<file path="config.mk">
export PLATFORM = sky130hd
export DESIGN_NAME = timer_unit
export DESIGN_NICKNAME = d
export VERILOG_FILES = /design/src/rtl/timer_pkg.sv /design/src/rtl/timer_counter.sv /design/src/rtl/timer_unit.sv
export SDC_FILE = /design/constraint.sdc
export NUM_CORES = 1
export LEC_CHECK = 0
export ABC_AREA = 1
export BUFFER_PORTS_ARGS = -buffer_cell sky130_fd_sc_hd__buf_2
export CORE_MARGIN = 1.5
export CORE_UTILIZATION = 46
export CTS_CLUSTER_SIZE = 12
export DETAILED_ROUTE_END_ITERATION = 10
export PLACE_DENSITY = 0.73
export SYNTH_ARGS = -nofsm -noshare
export SYNTH_HDL_FRONTEND = slang
export SYNTH_SLANG_ARGS = --single-unit
export TNS_END_PERCENT = 10
</file>
<file path="constraint.sdc">
create_clock -name clock -period 5.2 [get_ports clock]
set_clock_uncertainty 0.05 [all_clocks]
set_input_delay 0.52 -clock clock [delete_from_list [all_inputs] [get_ports clock]]
set_output_delay 0.52 -clock clock [all_outputs]
set_load 0.1 [all_outputs]
</file>
<file path="src/rtl/timer_pkg.sv">
// Shared constants for the MMIO cycle timer and the cp0 registers it feeds.
// data_mem steering and the bench decode the same addresses from here.
package timer_pkg;

    localparam logic [31:0] TIMER_CYCLE_ADDR      = 32'hffff001c;
    localparam logic [31:0] TIMER_ACK_ADDR        = 32'hffff006c;
    localparam logic [31:0] RESET_INTERRUPT_CYCLE = 32'hffffffff;

    // cp0 register numbers that consume TimerInterrupt
    localparam logic [4:0] CP0_STATUS_REG = 5'd12;
    localparam logic [4:0] CP0_CAUSE_REG  = 5'd13;
    localparam logic [4:0] CP0_EPC_REG    = 5'd14;

    typedef struct packed {
        logic read;   // load from the cycle address
        logic write;  // store to the cycle address (arms compare)
        logic ack;    // store to the acknowledge address
        logic hit;    // either timer address, regardless of direction
    } timer_dec_t;

endpackage

</file>
<file path="src/rtl/timer_counter.sv">
// Free-running WIDTH-bit cycle counter; wraps silently modulo 2^WIDTH.
// Latency: count_o updates on every rising edge; no backpressure.
module timer_counter #(
    parameter int unsigned WIDTH = 32
) (
    input  logic             clk_i,
    input  logic             rst_i,
    output logic [WIDTH-1:0] count_o
);

    logic [WIDTH-1:0] count_q;
    logic [WIDTH-1:0] count_d;

    assign count_d = count_q + WIDTH'(1);
    assign count_o = count_q;

    always_ff @(posedge clk_i or posedge rst_i) begin
        if (rst_i) begin
            count_q <= '0;
        end else begin
            count_q <= count_d;
        end
    end

endmodule

</file>
<file path="src/rtl/timer_unit.sv">
// Memory-mapped cycle timer raising a level interrupt for cp0 until acknowledged.
// Decode and read mux are combinational; interrupt rises one cycle after the match cycle.
module timer_unit #(
    parameter int unsigned      WIDTH                 = 32,
    parameter logic [WIDTH-1:0] TIMER_CYCLE_ADDR      = WIDTH'(timer_pkg::TIMER_CYCLE_ADDR),
    parameter logic [WIDTH-1:0] TIMER_ACK_ADDR        = WIDTH'(timer_pkg::TIMER_ACK_ADDR),
    parameter logic [WIDTH-1:0] RESET_INTERRUPT_CYCLE = WIDTH'(timer_pkg::RESET_INTERRUPT_CYCLE)
) (
    input  logic             clock,
    input  logic             reset,
    output logic             TimerInterrupt,
    output logic [WIDTH-1:0] cycle,
    output logic             TimerAddress,
    input  logic [WIDTH-1:0] address,
    input  logic [WIDTH-1:0] data,
    input  logic             MemRead,
    input  logic             MemWrite
);
    import timer_pkg::*;

    timer_dec_t       dec;
    logic [WIDTH-1:0] count;
    logic [WIDTH-1:0] interrupt_cycle_q;
    logic [WIDTH-1:0] interrupt_cycle_d;
    logic             interrupt_line_q;
    logic             interrupt_line_d;
    logic             match;

    always_comb begin
        dec       = '0;
        dec.read  = MemRead  & (address == TIMER_CYCLE_ADDR);
        dec.write = MemWrite & (address == TIMER_CYCLE_ADDR);
        dec.ack   = MemWrite & (address == TIMER_ACK_ADDR);
        dec.hit   = (address == TIMER_CYCLE_ADDR) | (address == TIMER_ACK_ADDR);
    end

    timer_counter #(
        .WIDTH (WIDTH)
    ) u_counter (
        .clk_i   (clock),
        .rst_i   (reset),
        .count_o (count)
    );

    // Compare against the stored value, so a store landing this cycle only takes effect next cycle.
    assign match = (count == interrupt_cycle_q);

    always_comb begin
        interrupt_cycle_d = interrupt_cycle_q;
        if (dec.write) begin
            interrupt_cycle_d = data;
        end

        interrupt_line_d = interrupt_line_q;
        if (dec.ack) begin
            interrupt_line_d = 1'b0;
        end else if (match) begin
            interrupt_line_d = 1'b1;
        end
    end

    always_ff @(posedge clock or posedge reset) begin
        if (reset) begin
            interrupt_cycle_q <= RESET_INTERRUPT_CYCLE;
            interrupt_line_q  <= 1'b0;
        end else begin
            interrupt_cycle_q <= interrupt_cycle_d;
            interrupt_line_q  <= interrupt_line_d;
        end
    end

    assign TimerInterrupt = interrupt_line_q;
    assign TimerAddress   = dec.hit;
    assign cycle          = dec.read ? count : '0;

endmodule

</file>
* Word level (Yosys, flattened, before mapping) *
Index checks and enable logic that the tools add are counted.

word-level totals
  output and inout port bits = 34
  bits of input ports = 68
  register bits after elaboration = 65

cells by class
  add/sub/neg operators = 1
  reductions and logical operators = 1
  equality and inequality tests = 3
  multiplexer cells = 3
  bitwise gates (word level) = 4

operators with widths
  cell                   count
  $eq 32x32->1 const B   2
  $add 32x1->32 const B  1
  $eq 32x32->1           1
  $mux 32                1
  $and 1x1->1            3
  $mux 1                 2
  $reduce_bool 2->1      1
  $or 1x1->1             1

* Longest topological paths before layout *
  depth after elaboration = 3
  gate-level depth with buffers = 9

* Hierarchy *
A second synthesis with hierarchy kept.

second synthesis, totals
  cells, all modules = 550
  area total of the unflattened synthesis = 4,140.2 um^2

modules (own cells, without submodules)
  module         cells an instance  times used  area an instance (um^2)
  timer_unit     324                1           2,336.0
  timer_counter  226                1           1,804.2

* Least setup slack after synthesis *
No wires, ideal clock.

  path type = input to output
  start = input port address[1]
  end = output port cycle[10]
  stages = 6
  required time = 4,630 ps
  data arrival time = 2,567 ps
  slack = 2,063 ps
  cells stage by stage = nor3_2 -> nand4_1 -> nor2_2 -> nand3_1 -> clkbuf_1 -> nor2_1

on the way
  longest elaborated chain between the ends = 3

ends and longest elaborated chain
  item             line              text
  start, declared  timer_unit.sv:14  input logic [WIDTH-1:0] address,
  $eq 32x32->1     timer_unit.sv:31  dec.read = MemRead & (address == TIMER_CYCLE_ADDR);
  $and 1x1->1      timer_unit.sv:31
  $mux 32          timer_unit.sv:74  assign cycle = dec.read ? count : '0;
  end, declared    timer_unit.sv:12  output logic [WIDTH-1:0] cycle,

No other way between the ends.

* Final worst setup path *
  start = input port address[1]
  end = output port cycle[4]

The elaborated chain is that of the path after synthesis.

==> impl_metrics.tcl <==
set metrics [dict create \
    status "finished, final reports clean" \
    setup_violations 0 \
    cts_root_buf "clkbuf_8" \
    fin_crit_sh 0.5736 \
    hold_class "input port to flip-flop" \
    nets 642 \
    die_area_sq_mm 0.008517 \
    syn_area_per_cell_sq_um 7.803 \
    crit_family "simple AND/OR/NAND/NOR gates" \
    dp_hpwl_um 6027 \
    finish.instance_area_sq_mm 0.004448 \
    yosysTopAreaCellShare 0.2293 \
    ys_top_cells_by_area "dfstp_2 (23%), dfrtp_1 (23%), nand2_1 (12%)" \
    postCtsHoldBufs 0 \
    grt.total_usage 0.2004 \
    end_kind "output port" \
    postCtsResizedCells 0 \
    worstPathCellList "buf_2, nor3_2, nand4_1, nor2_2, nand3_1, buf_4, nor2_1, buf_2" \
    ir_drop_uv 133.1 \
    cts_tree "done" \
    grt_pass1_wl_um 13550 \
    n_antenna_cell 0 \
    syn_to_final_growth_pct 21.29 \
    async_flop_share 1.000 \
    power_density_mw_per_mm2 214.4 \
    clock-sinks 65 \
    fp-row-count 32 \
    syn_area_sq_mm 0.003667 \
    vias 3158 \
    io_pins 102 \
    routabilityCongestion 0.8408 \
    post_cts_buffers 0 \
    wl_per_cell_um 11.62 \
    regArea_sq_mm 0.001667 \
    finalPower_uw 953.7 \
    worstPathArrival_ps 2410 \
    ys_warn_count 0 \
    relSlewSlack 0.2495 \
    synth_enable_flop_cells 0 \
    drc_errors 0 \
    ys.flop_type "dfrtp_1" \
    antenna_found_initial 0 \
    tns_ps 0 \
    first_pass_iters 7 \
    numCtsBuffers 9 \
    path_buf_inv 3 \
    drtIter0Drc 150 \
    htree_levels 3 \
    maxCapViolCount 0 \
    whs_ps 322.7 \
    multiInputGateArea_sq_mm 0.001660 \
    layout_min_cycle_time_ps 2983 \
    grt_pass1_vias 3061 \
    place.port_buffers 101 \
    worst_path_most_repeated_cell "buf_2" \
    max_freq_mhz 335.3 \
    crit_fanout 20 \
    fillCellCount 734 \
    initial_core_util 0.4746 \
    coreArea_sq_mm 0.007727 \
    synthesis.nets 539 \
    cts_buffer_depth 2 \
    final_layout_size_suffix_gt1_frac 0.2889 \
    ant_nets 0 \
    dpl_cell_area_sq_mm 0.004268 \
    yosysSeqAreaShare 0.4545 \
    critPathLaunchType "input port" \
    worst_pin_slew_ps 1126 \
    die_w_um 92.29 \
    hold_viol 0 \
    synth_common_cells "nand2_1 (117), inv_1 (77), nor2_1 (63)" \
    clk_latency_ps 340 \
    fp.dieH_um 92.29 \
    maxSlewViolCount 0 \
    clkTransAtPathRegs_ps 70 \
    grt_max_degree 66 \
    synth_cell_types 27 \
    synth_most_common_cell "nand2_1" \
    rsz0062_at_grt "false" \
    syn_inst 470 \
    synth-seq-cells 65 \
    p_leak_uw 0.002154 \
    worstPathRequired_ps 4630 \
    critPathKind "input port to output port" \
    critPathSlowestCell "buf_2" \
    synth.largest_area_cell "dfstp_2" \
    cp_slowest_stage_delay_ps 440 \
    via_per_inst 4.644 \
    routed_wl_um 7899 \
    grt.overflow.total 0 \
]
-- cell usage in the layout (no fill, tap or decap), types with 5 or more instances in the layout --
cell / synthesis / layout
buf_2: 3 / 101
clkbuf_8: 0 / 9
dfrtp_1: 33 / 33
dfstp_2: 32 / 32
inv_1: 77 / 76
nand2_1: 117 / 117
nand3_2: 5 / 5
nand4_1: 12 / 12
nor2_1: 63 / 63
nor3_1: 12 / 12
o21ai_1: 30 / 30
xnor2_1: 23 / 23
xor2_1: 29 / 29
-- final timing paths --
kind                                       start               endpoint  slack [ps]  cells past startpoint
setup / recovery                      address[1]               cycle[4]        2220                      8
hold / removal                          data[10]  interrupt_cycle_q[10]         320                      3
setup reg to reg            u_counter.count_o[0]  u_counter.count_o[24]        3420                      7
hold reg to reg            interrupt_cycle_q[24]  interrupt_cycle_q[24]         430                      2
max in group asynchronous                  reset  u_counter.count_o[16]        4230                      3
min in group asynchronous                  reset   u_counter.count_o[0]         350                      3
-- routing by layer --
layer,vias to the layer above,GRT usage,share of wire
met5,-,0,0
met1,1433,0.2556,0.44
met4,0,0.04615,0.0092
li1,1638,-,-
met3,10,0.05804,0.053
met2,77,0.3358,0.50
-- worst register-to-register path, stage by stage, from the launching register on --
cell and delay (ps):
dfrtp_1 430, ha_1 230, nand3_2 150, nor3_4 220, nand3_2 150, nor2_2 190, nand2_1 110, xor2_1 150
-- cells by family (layout without fill, tap and decap cells) --
family,Yosys count,count (layout),synth area share
simple gates,229,229,0.2787
buf+inv,89,197,0.09280
flops,65,65,0.4545
xor+xnor,52,52,0.1242
compound gates,34,34,0.04640
fa+ha+maj,1,1,0.003411
-- final cells by class --
cell class                      count  share of cell area
Tap cell                          102             0.02869
Clock buffer                       12             0.03038
Timing Repair Buffer              103              0.1170
Sequential cell                    65              0.3747
Clock inverter                      4             0.01013
Inverter                           78             0.06582
Multi-Input combinational cell    316              0.3733
-- where the power goes --
group	internal (uW)	leakage [uW]	switching [uW]
clock network	220	0.0000941	185
logic	21.0	0.00129	20.9
registers	507	0.000771	0.00000193
total	747	0.00215	206
-- flip-flops by register name (all words and copies together), names as in the netlist --
register           flops
u_counter.count_o     32
interrupt_cycle_q     32
TimerInterrupt         1
-- stage by stage --
| step | utilization | setup slack, ps | cells |
|---|---|---|---|
| CTS | 0.5756 | 2220 | 680 |
| floorplan | - | 2063 | 470 |
| global placement | 0.5523 | 2309 | 664 |
| global route | 0.5756 | 2046 | 680 |
| finish | 0.5756 | 2217 | 680 |
| detailed placement | 0.5523 | 2228 | 664 |
No activity file was read; power rests on OpenSTA's default activity.
